[src/rtl/hazard_control_unit.sv]
// Pipeline hazard controller: load-use stalls and mispredict flushes for IF/ID and ID/EX,
// sequenced by a small FSM, plus saturating stall-cycle and mispredict counters.
module hazard_control_unit #(
   parameter int unsigned LOAD_USE_CYCLES = 1,
   parameter int unsigned FLUSH_CYCLES    = 1,
   parameter int unsigned CNT_WIDTH       = 32
) (
   input  logic                 clk,
   input  logic                 reset_n,
   input  logic [4:0]           id_rs1_addr_i,
   input  logic [4:0]           id_rs2_addr_i,
   input  logic                 id_rs1_used_i,
   input  logic                 id_rs2_used_i,
   input  logic [4:0]           ex_reg_wr_addr_i,
   input  logic                 ex_reg_wr_sig_i,
   input  logic                 ex_is_load_i,
   input  logic                 ex_br_sig_i,
   input  logic                 ex_br_taken_i,
   input  logic                 ex_br_pred_i,
   input  logic                 cnt_clr_i,
   output logic                 pc_stall_o,
   output logic                 if_id_stall_o,
   output logic                 if_id_flush_o,
   output logic                 id_ex_flush_o,
   output logic [1:0]           state_o,
   output logic [CNT_WIDTH-1:0] stall_cnt_o,
   output logic [CNT_WIDTH-1:0] flush_cnt_o
);

   localparam int unsigned MAX_CYC = (LOAD_USE_CYCLES > FLUSH_CYCLES) ? LOAD_USE_CYCLES
                                                                      : FLUSH_CYCLES;
   localparam int unsigned DW = $clog2(MAX_CYC + 1);

   typedef enum logic [1:0] {
      RUN     = 2'd0,
      LU_WAIT = 2'd1,
      FLUSH   = 2'd2
   } state_t;

   state_t        state_q, state_d;
   logic [DW-1:0] down_q, down_d;
   logic          mispredict, load_use;
   logic          stall_c, flush_c;

   assign mispredict = ex_br_sig_i & (ex_br_taken_i != ex_br_pred_i);
   assign load_use   = ex_is_load_i & ex_reg_wr_sig_i & (ex_reg_wr_addr_i != 5'd0) &
                       ((id_rs1_used_i & (id_rs1_addr_i == ex_reg_wr_addr_i)) |
                        (id_rs2_used_i & (id_rs2_addr_i == ex_reg_wr_addr_i)));

   // State and bubble/flush down-counter
   always_ff @(posedge clk or negedge reset_n) begin
      if (!reset_n) begin
         state_q <= RUN;
         down_q  <= '0;
      end else begin
         state_q <= state_d;
         down_q  <= down_d;
      end
   end

   // Next state; stall_c and flush_c are mutually exclusive by construction
   always_comb begin
      state_d = state_q;
      down_d  = down_q;
      stall_c = 1'b0;
      flush_c = 1'b0;
      case (state_q)
         RUN, LU_WAIT: begin
            if (mispredict) begin
               flush_c = 1'b1;
               down_d  = DW'(FLUSH_CYCLES - 1);
               state_d = (FLUSH_CYCLES > 1) ? FLUSH : RUN;
            end else if (state_q == LU_WAIT) begin
               stall_c = 1'b1;
               if (down_q == DW'(1)) state_d = RUN;
               else                  down_d  = down_q - DW'(1);
            end else if (load_use) begin
               stall_c = 1'b1;
               down_d  = DW'(LOAD_USE_CYCLES - 1);
               state_d = (LOAD_USE_CYCLES > 1) ? LU_WAIT : RUN;
            end
         end
         FLUSH: begin
            flush_c = 1'b1;
            if (mispredict)              down_d  = DW'(FLUSH_CYCLES - 1);
            else if (down_q == DW'(1))   state_d = RUN;
            else                         down_d  = down_q - DW'(1);
         end
         default: state_d = RUN;
      endcase
   end

   // Control outputs are held low for the whole reset assertion
   assign pc_stall_o    = stall_c & reset_n;
   assign if_id_stall_o = stall_c & reset_n;
   assign if_id_flush_o = flush_c & reset_n;
   assign id_ex_flush_o = (stall_c | flush_c) & reset_n;
   assign state_o       = 2'(state_q);

   // Saturating performance counters; clear wins over increment
   always_ff @(posedge clk or negedge reset_n) begin
      if (!reset_n) begin
         stall_cnt_o <= '0;
         flush_cnt_o <= '0;
      end else if (cnt_clr_i) begin
         stall_cnt_o <= '0;
         flush_cnt_o <= '0;
      end else begin
         if (pc_stall_o && (stall_cnt_o != '1)) stall_cnt_o <= stall_cnt_o + CNT_WIDTH'(1);
         if (mispredict && (flush_cnt_o != '1)) flush_cnt_o <= flush_cnt_o + CNT_WIDTH'(1);
      end
   end

endmodule

[config.mk]
export PLATFORM = sky130hd
export DESIGN_NAME = hazard_control_unit
export DESIGN_NICKNAME = d
export VERILOG_FILES = /design/src/rtl/hazard_control_unit.sv
export SDC_FILE = /design/constraint.sdc
export NUM_CORES = 1
export LEC_CHECK = 0
export ABC_AREA = 1
export ABC_CLOCK_PERIOD_IN_PS = 4059
export BUFFER_PORTS_ARGS = -buffer_cell sky130_fd_sc_hd__buf_2
export CAP_MARGIN = 15
export CORE_UTILIZATION = 60
export CTS_CLUSTER_SIZE = 14
export DETAILED_ROUTE_END_ITERATION = 7
export PLACE_DENSITY_LB_ADDON = 0.08
export SYNTH_ARGS = -nofsm -noshare
export SYNTH_HDL_FRONTEND = slang
export SYNTH_SLANG_ARGS = --single-unit
[constraint.sdc]
create_clock -name clk -period 4.06 [get_ports clk]
set_clock_uncertainty 0.05 [all_clocks]
set_input_delay 0.609 -clock clk [delete_from_list [all_inputs] [get_ports clk]]
set_output_delay 0.609 -clock clk [all_outputs]
set_load 0.05 [all_outputs]
* Yosys cells after proc, flatten, opt, wreduce, memory -nomap -nowiden
Index checks and enable logic that the tools add are counted.
** Operators by class
- Add/sub/neg operators :: 3
- Eq/ne operators :: 9
- Muxes and demuxes :: 22
- Bitwise logic cells :: 11
- Reductions and logical operators :: 10
** Operator list (count)
- $mux 32 :: 4
- $add 32x1->32 const B :: 2
- $ne 32x32->1 const B :: 2
- $eq 5x5->1 :: 2
- $mux 1 :: 10
- $mux 2 :: 5
- $and 1x1->1 :: 9
- $reduce_bool 2->1 :: 3
- $reduce_bool 5->1 :: 1
- $ne 4x4->1 const B :: 1
- $pmux 1 s2 :: 2
- $pmux 2 s2 :: 1
- $reduce_and 2->1 :: 2
- $eq 2x1->1 const B :: 1
- $eq 2x2->1 const B :: 1
- $logic_and 1x1->1 :: 2
- $logic_not 2->1 :: 1
- $ne 2x2->1 const B :: 1
- $or 1x1->1 :: 2
- $reduce_or 2->1 :: 1
- $ne 1x1->1 :: 1
- $sub 1x1->1 const B :: 1
** Storage, ports and cells
- Register bits after elaboration :: 67
- Input bits :: 25
- Logic and storage cells :: 59

* Depth between registers and ports, before layout
- Depth in word-level cells :: 12
- Gate-level depth with buffers :: 13

* Worst setup path before layout
OpenSTA, ideal clock, no wires.
- Path type :: input to output
- Start :: input port ex_br_pred_i
- End :: output port pc_stall_o
- Data arrival time :: 2.637 ns
- Required time :: 3.401 ns
- Slack :: 0.764 ns
- Cell stages on the path :: 5
- Buffers on the path :: 1
- Cell sequence :: nor2_1 nor2_1 nor3_1 a21boi_0 buf_4
** On the way
- Cells in the longest elaborated chain, start to end :: 5
** Ends and longest elaborated chain
- start: declaration :: RTL line 19 : input logic ex_br_pred_i,
- $ne 1x1->1 :: RTL line 45 : assign mispredict = ex_br_sig_i & (ex_br_taken_i != ex_br_pred_i);
- $and 1x1->1 :: RTL line 45
- $mux 1 :: RTL line 69 : if (mispredict) begin
- $mux 1 :: RTL line 67 : case (state_q)
- $and 1x1->1
- end: declaration :: RTL line 21 : output logic pc_stall_o,
No other way between the ends.

* Worst setup path in the final report
- Start :: register stall_cnt_o[0]
- End :: register stall_cnt_o[19]
** On the way
- Cells in the longest elaborated chain, start to end :: 3
** Ends and longest elaborated chain
- start: declaration :: RTL line 26 : output logic [CNT_WIDTH-1:0] stall_cnt_o,
- start signal: assignment :: RTL line 109 : if (pc_stall_o && (stall_cnt_o != '1)) stall_cnt_o <= stall_cnt_o + CNT_WIDTH'(1);
- $add 32x1->32 / $ne 32x32->1 (equally long branches) :: RTL line 109
- $mux 32 / $logic_and 1x1->1 (equally long branches) :: RTL line 109
- $mux 32 / $reduce_bool 2->1 (equally long branches)
Several ways; a longest one is shown, not always the timed one. The select of a mux whose other input is x is not followed.
A chain may end at the register's enable or synchronous reset.

==> results.ini <==
[route]
wl_per_cell_um=14.4
vias_per_cell=5.54
dr.pass1.iters=6
via_count=5253
drt_wl_total_um=13600
drc=0
ant_nets=0
drt_iter0_drc=361

[placed_design]
dp.cells=933
dp_slack_ps=1040
dp_hpwl_um=9940
gp_congestion=0.968
numPortBuffers=94
place_area_um2=5310

[worst_setup_path]
slowest_delay_ps=750
path_buf_inv=0
cp_common_cell=nand2_1
r2r_cells=10
r2r_slack_ps=1300
crit_chain=ha_1, nand2_1, nor2_1, nand3_1, nor2_1, nand4_1, nand3_2, nand2_2, nand2_1, nand2_1
rr_endpoint=stall_cnt_o[19]$_DFFE_PN0P_
crit_arrival_ps=3000
crit_start=stall_cnt_o[0]$_DFFE_PN0P_
crit_cells=10
start_kind=register
critPathCaptureType=register
crit_required_ps=4300
r2r_start=stall_cnt_o[0]$_DFFE_PN0P_
cpLargestDelayFamily=simple AND/OR/NAND/NOR gates
crit_type=register to register
slowest_stage=nand2_2
endpoint=stall_cnt_o[19]$_DFFE_PN0P_
crit_fanout=33

[layout]
drive_gt1_frac=0.151
final_cells=948
mostFrequentLayoutCells=nand2_1 (258), nor2_1 (123), buf_2 (94), inv_1 (77), dfrtp_1 (67)
final_area_um2=5470
final_common_cell=nand2_1
nets=869
diodes=0
final_util=0.708
syn_to_final_growth_pct=13.9

[logic_synthesis]
seq_area_frac_synth=0.349
synthTopCellsByArea=dfrtp_1 (35%), nand2_1 (20%), nor2_1 (9.6%)
yosysWarnings=0
postSynthCellCount=756
synth_fp_nets=783
ys_seq_elements=67
yosys.area.top_type_share=0.349
synthDistinctLibCells=32
avgSynthCellArea_um2=6.36
synthesis.area_um2=4800
yosys.area.top_type=dfrtp_1

[clock_tree]
clk_latency_ps=360
clk_pin_slew_ps=80
post_cts_buffers=0
cts_sinks=67
htree_levels=3
cts_made_buffers=9
root_buffer=clkbuf_8
cts_tree=built
cts_resized=0
hold_buffers=0
clk_path_buf_depth=2

[floorplanning]
initial_core_util=0.622
die_w_um=91.5
die-area_um2=8370
core_um2=7730
chipHeight_um=91.5
rows=32
io_pins=95

[global_routing]
grt_pass1_wl_um=22600
grt-ovfl-total=0
grt.total_usage=0.342
grt_max_degree=69
grt_pass1_vias=5004
antenna_found_initial=0

[timing]
grt_setup_unrepaired=no
period_needed_ps=2760
setup_viol=0
fin_ws_ps=1300
fin_hold_ws_ps=400
max_freq_mhz=362
tightestPinTransition_ps=833
tns_ps=0
slew_viol_final=0
finalHoldViolCount=0
finalCritPeriodShare=0.680
slew_headroom=0.445

[power]
ir_worst_vdd_v=0.000166
p_per_area_nw_per_um2=243
cellLeakagePower_nw=2.73
report.power.total_mw=1.33

[run]
cap_violations=0

[hold_path]
hold_class=input port to async pin

[outcome]
outcome=finished clean

final cells by class:
cell class / count / area (µm²)
Clock buffer: 10 / 138
Clock inverter: 5 / 30.0
Fill cell: 686 / 2250
Inverter: 80 / 305
Multi-Input combinational cell: 587 / 2700
Sequential cell: 67 / 1680
Tap cell: 102 / 128
Timing Repair Buffer: 97 / 493
registers in the layout (all words and copies together) (netlist names):
register / count
stall_cnt_o: 32
down_q: 1
state_o: 2
flush_cnt_o: 32
how the worst min path moves through the flow:
stage | cells after the start | to
finish | 2 | flush_cnt_o[0]$_DFFE_PN0P_
global route | 1 | state_o[0]$_DFFE_PN0P_
CTS | 2 | flush_cnt_o[3]$_DFFE_PN0P_
detailed placement | 1 | state_o[0]$_DFFE_PN0P_
global placement | 1 | state_o[0]$_DFFE_PN0P_
floorplan | 0 | down_q$_DFFE_PN0P_
where the power goes:
group / internal [mW] / switching, mW
clock network: 0.232 / 0.276
registers: 0.673 / 0.00852
logic: 0.0338 / 0.110
cells in the mapped netlist:
master,n
nand4_1,20
xor2_1,26
nor2_1,123
nor2_2,1
o21ai_2,4
nor3_1,41
a211oi_1,1
ha_1,2
buf_2,6
xnor2_1,8
o21ai_0,24
a21o_1,2
inv_4,2
a21oi_1,5
o31ai_1,2
or2_2,1
buf_6,2
dfrtp_1,67
nor2_8,1
nor3_2,2
buf_4,4
nand3b_1,1
inv_1,77
buf_1,2
nand2_2,2
nand3_1,60
clkbuf_1,8
inv_2,1
nand2_1,258
nand2_4,1
a21boi_0,1
nand3_2,1
metal layers:
| layer | wire length (µm) | global-route usage | vias up |
|---|---|---|---|
| li1 | - | - | 2554 |
| met1 | 5460 | 0.389 | 2437 |
| met2 | 6790 | 0.615 | 210 |
| met3 | 757 | 0.0494 | 52 |
| met4 | 598 | 0.187 | 0 |
| met5 | 0 | 0 | - |
kinds of logic after synthesis:
| group | synth area share |
|---|---|
| AND/OR/NAND/NOR | 0.448 |
| AO/OA/AOI/OAI | 0.0469 |
| buffers and inverters | 0.0885 |
| XOR/XNOR | 0.0620 |
| flip-flops | 0.349 |
| adder cells (fa/ha/maj) | 0.00521 |
Power figures use the tool's default switching activity.
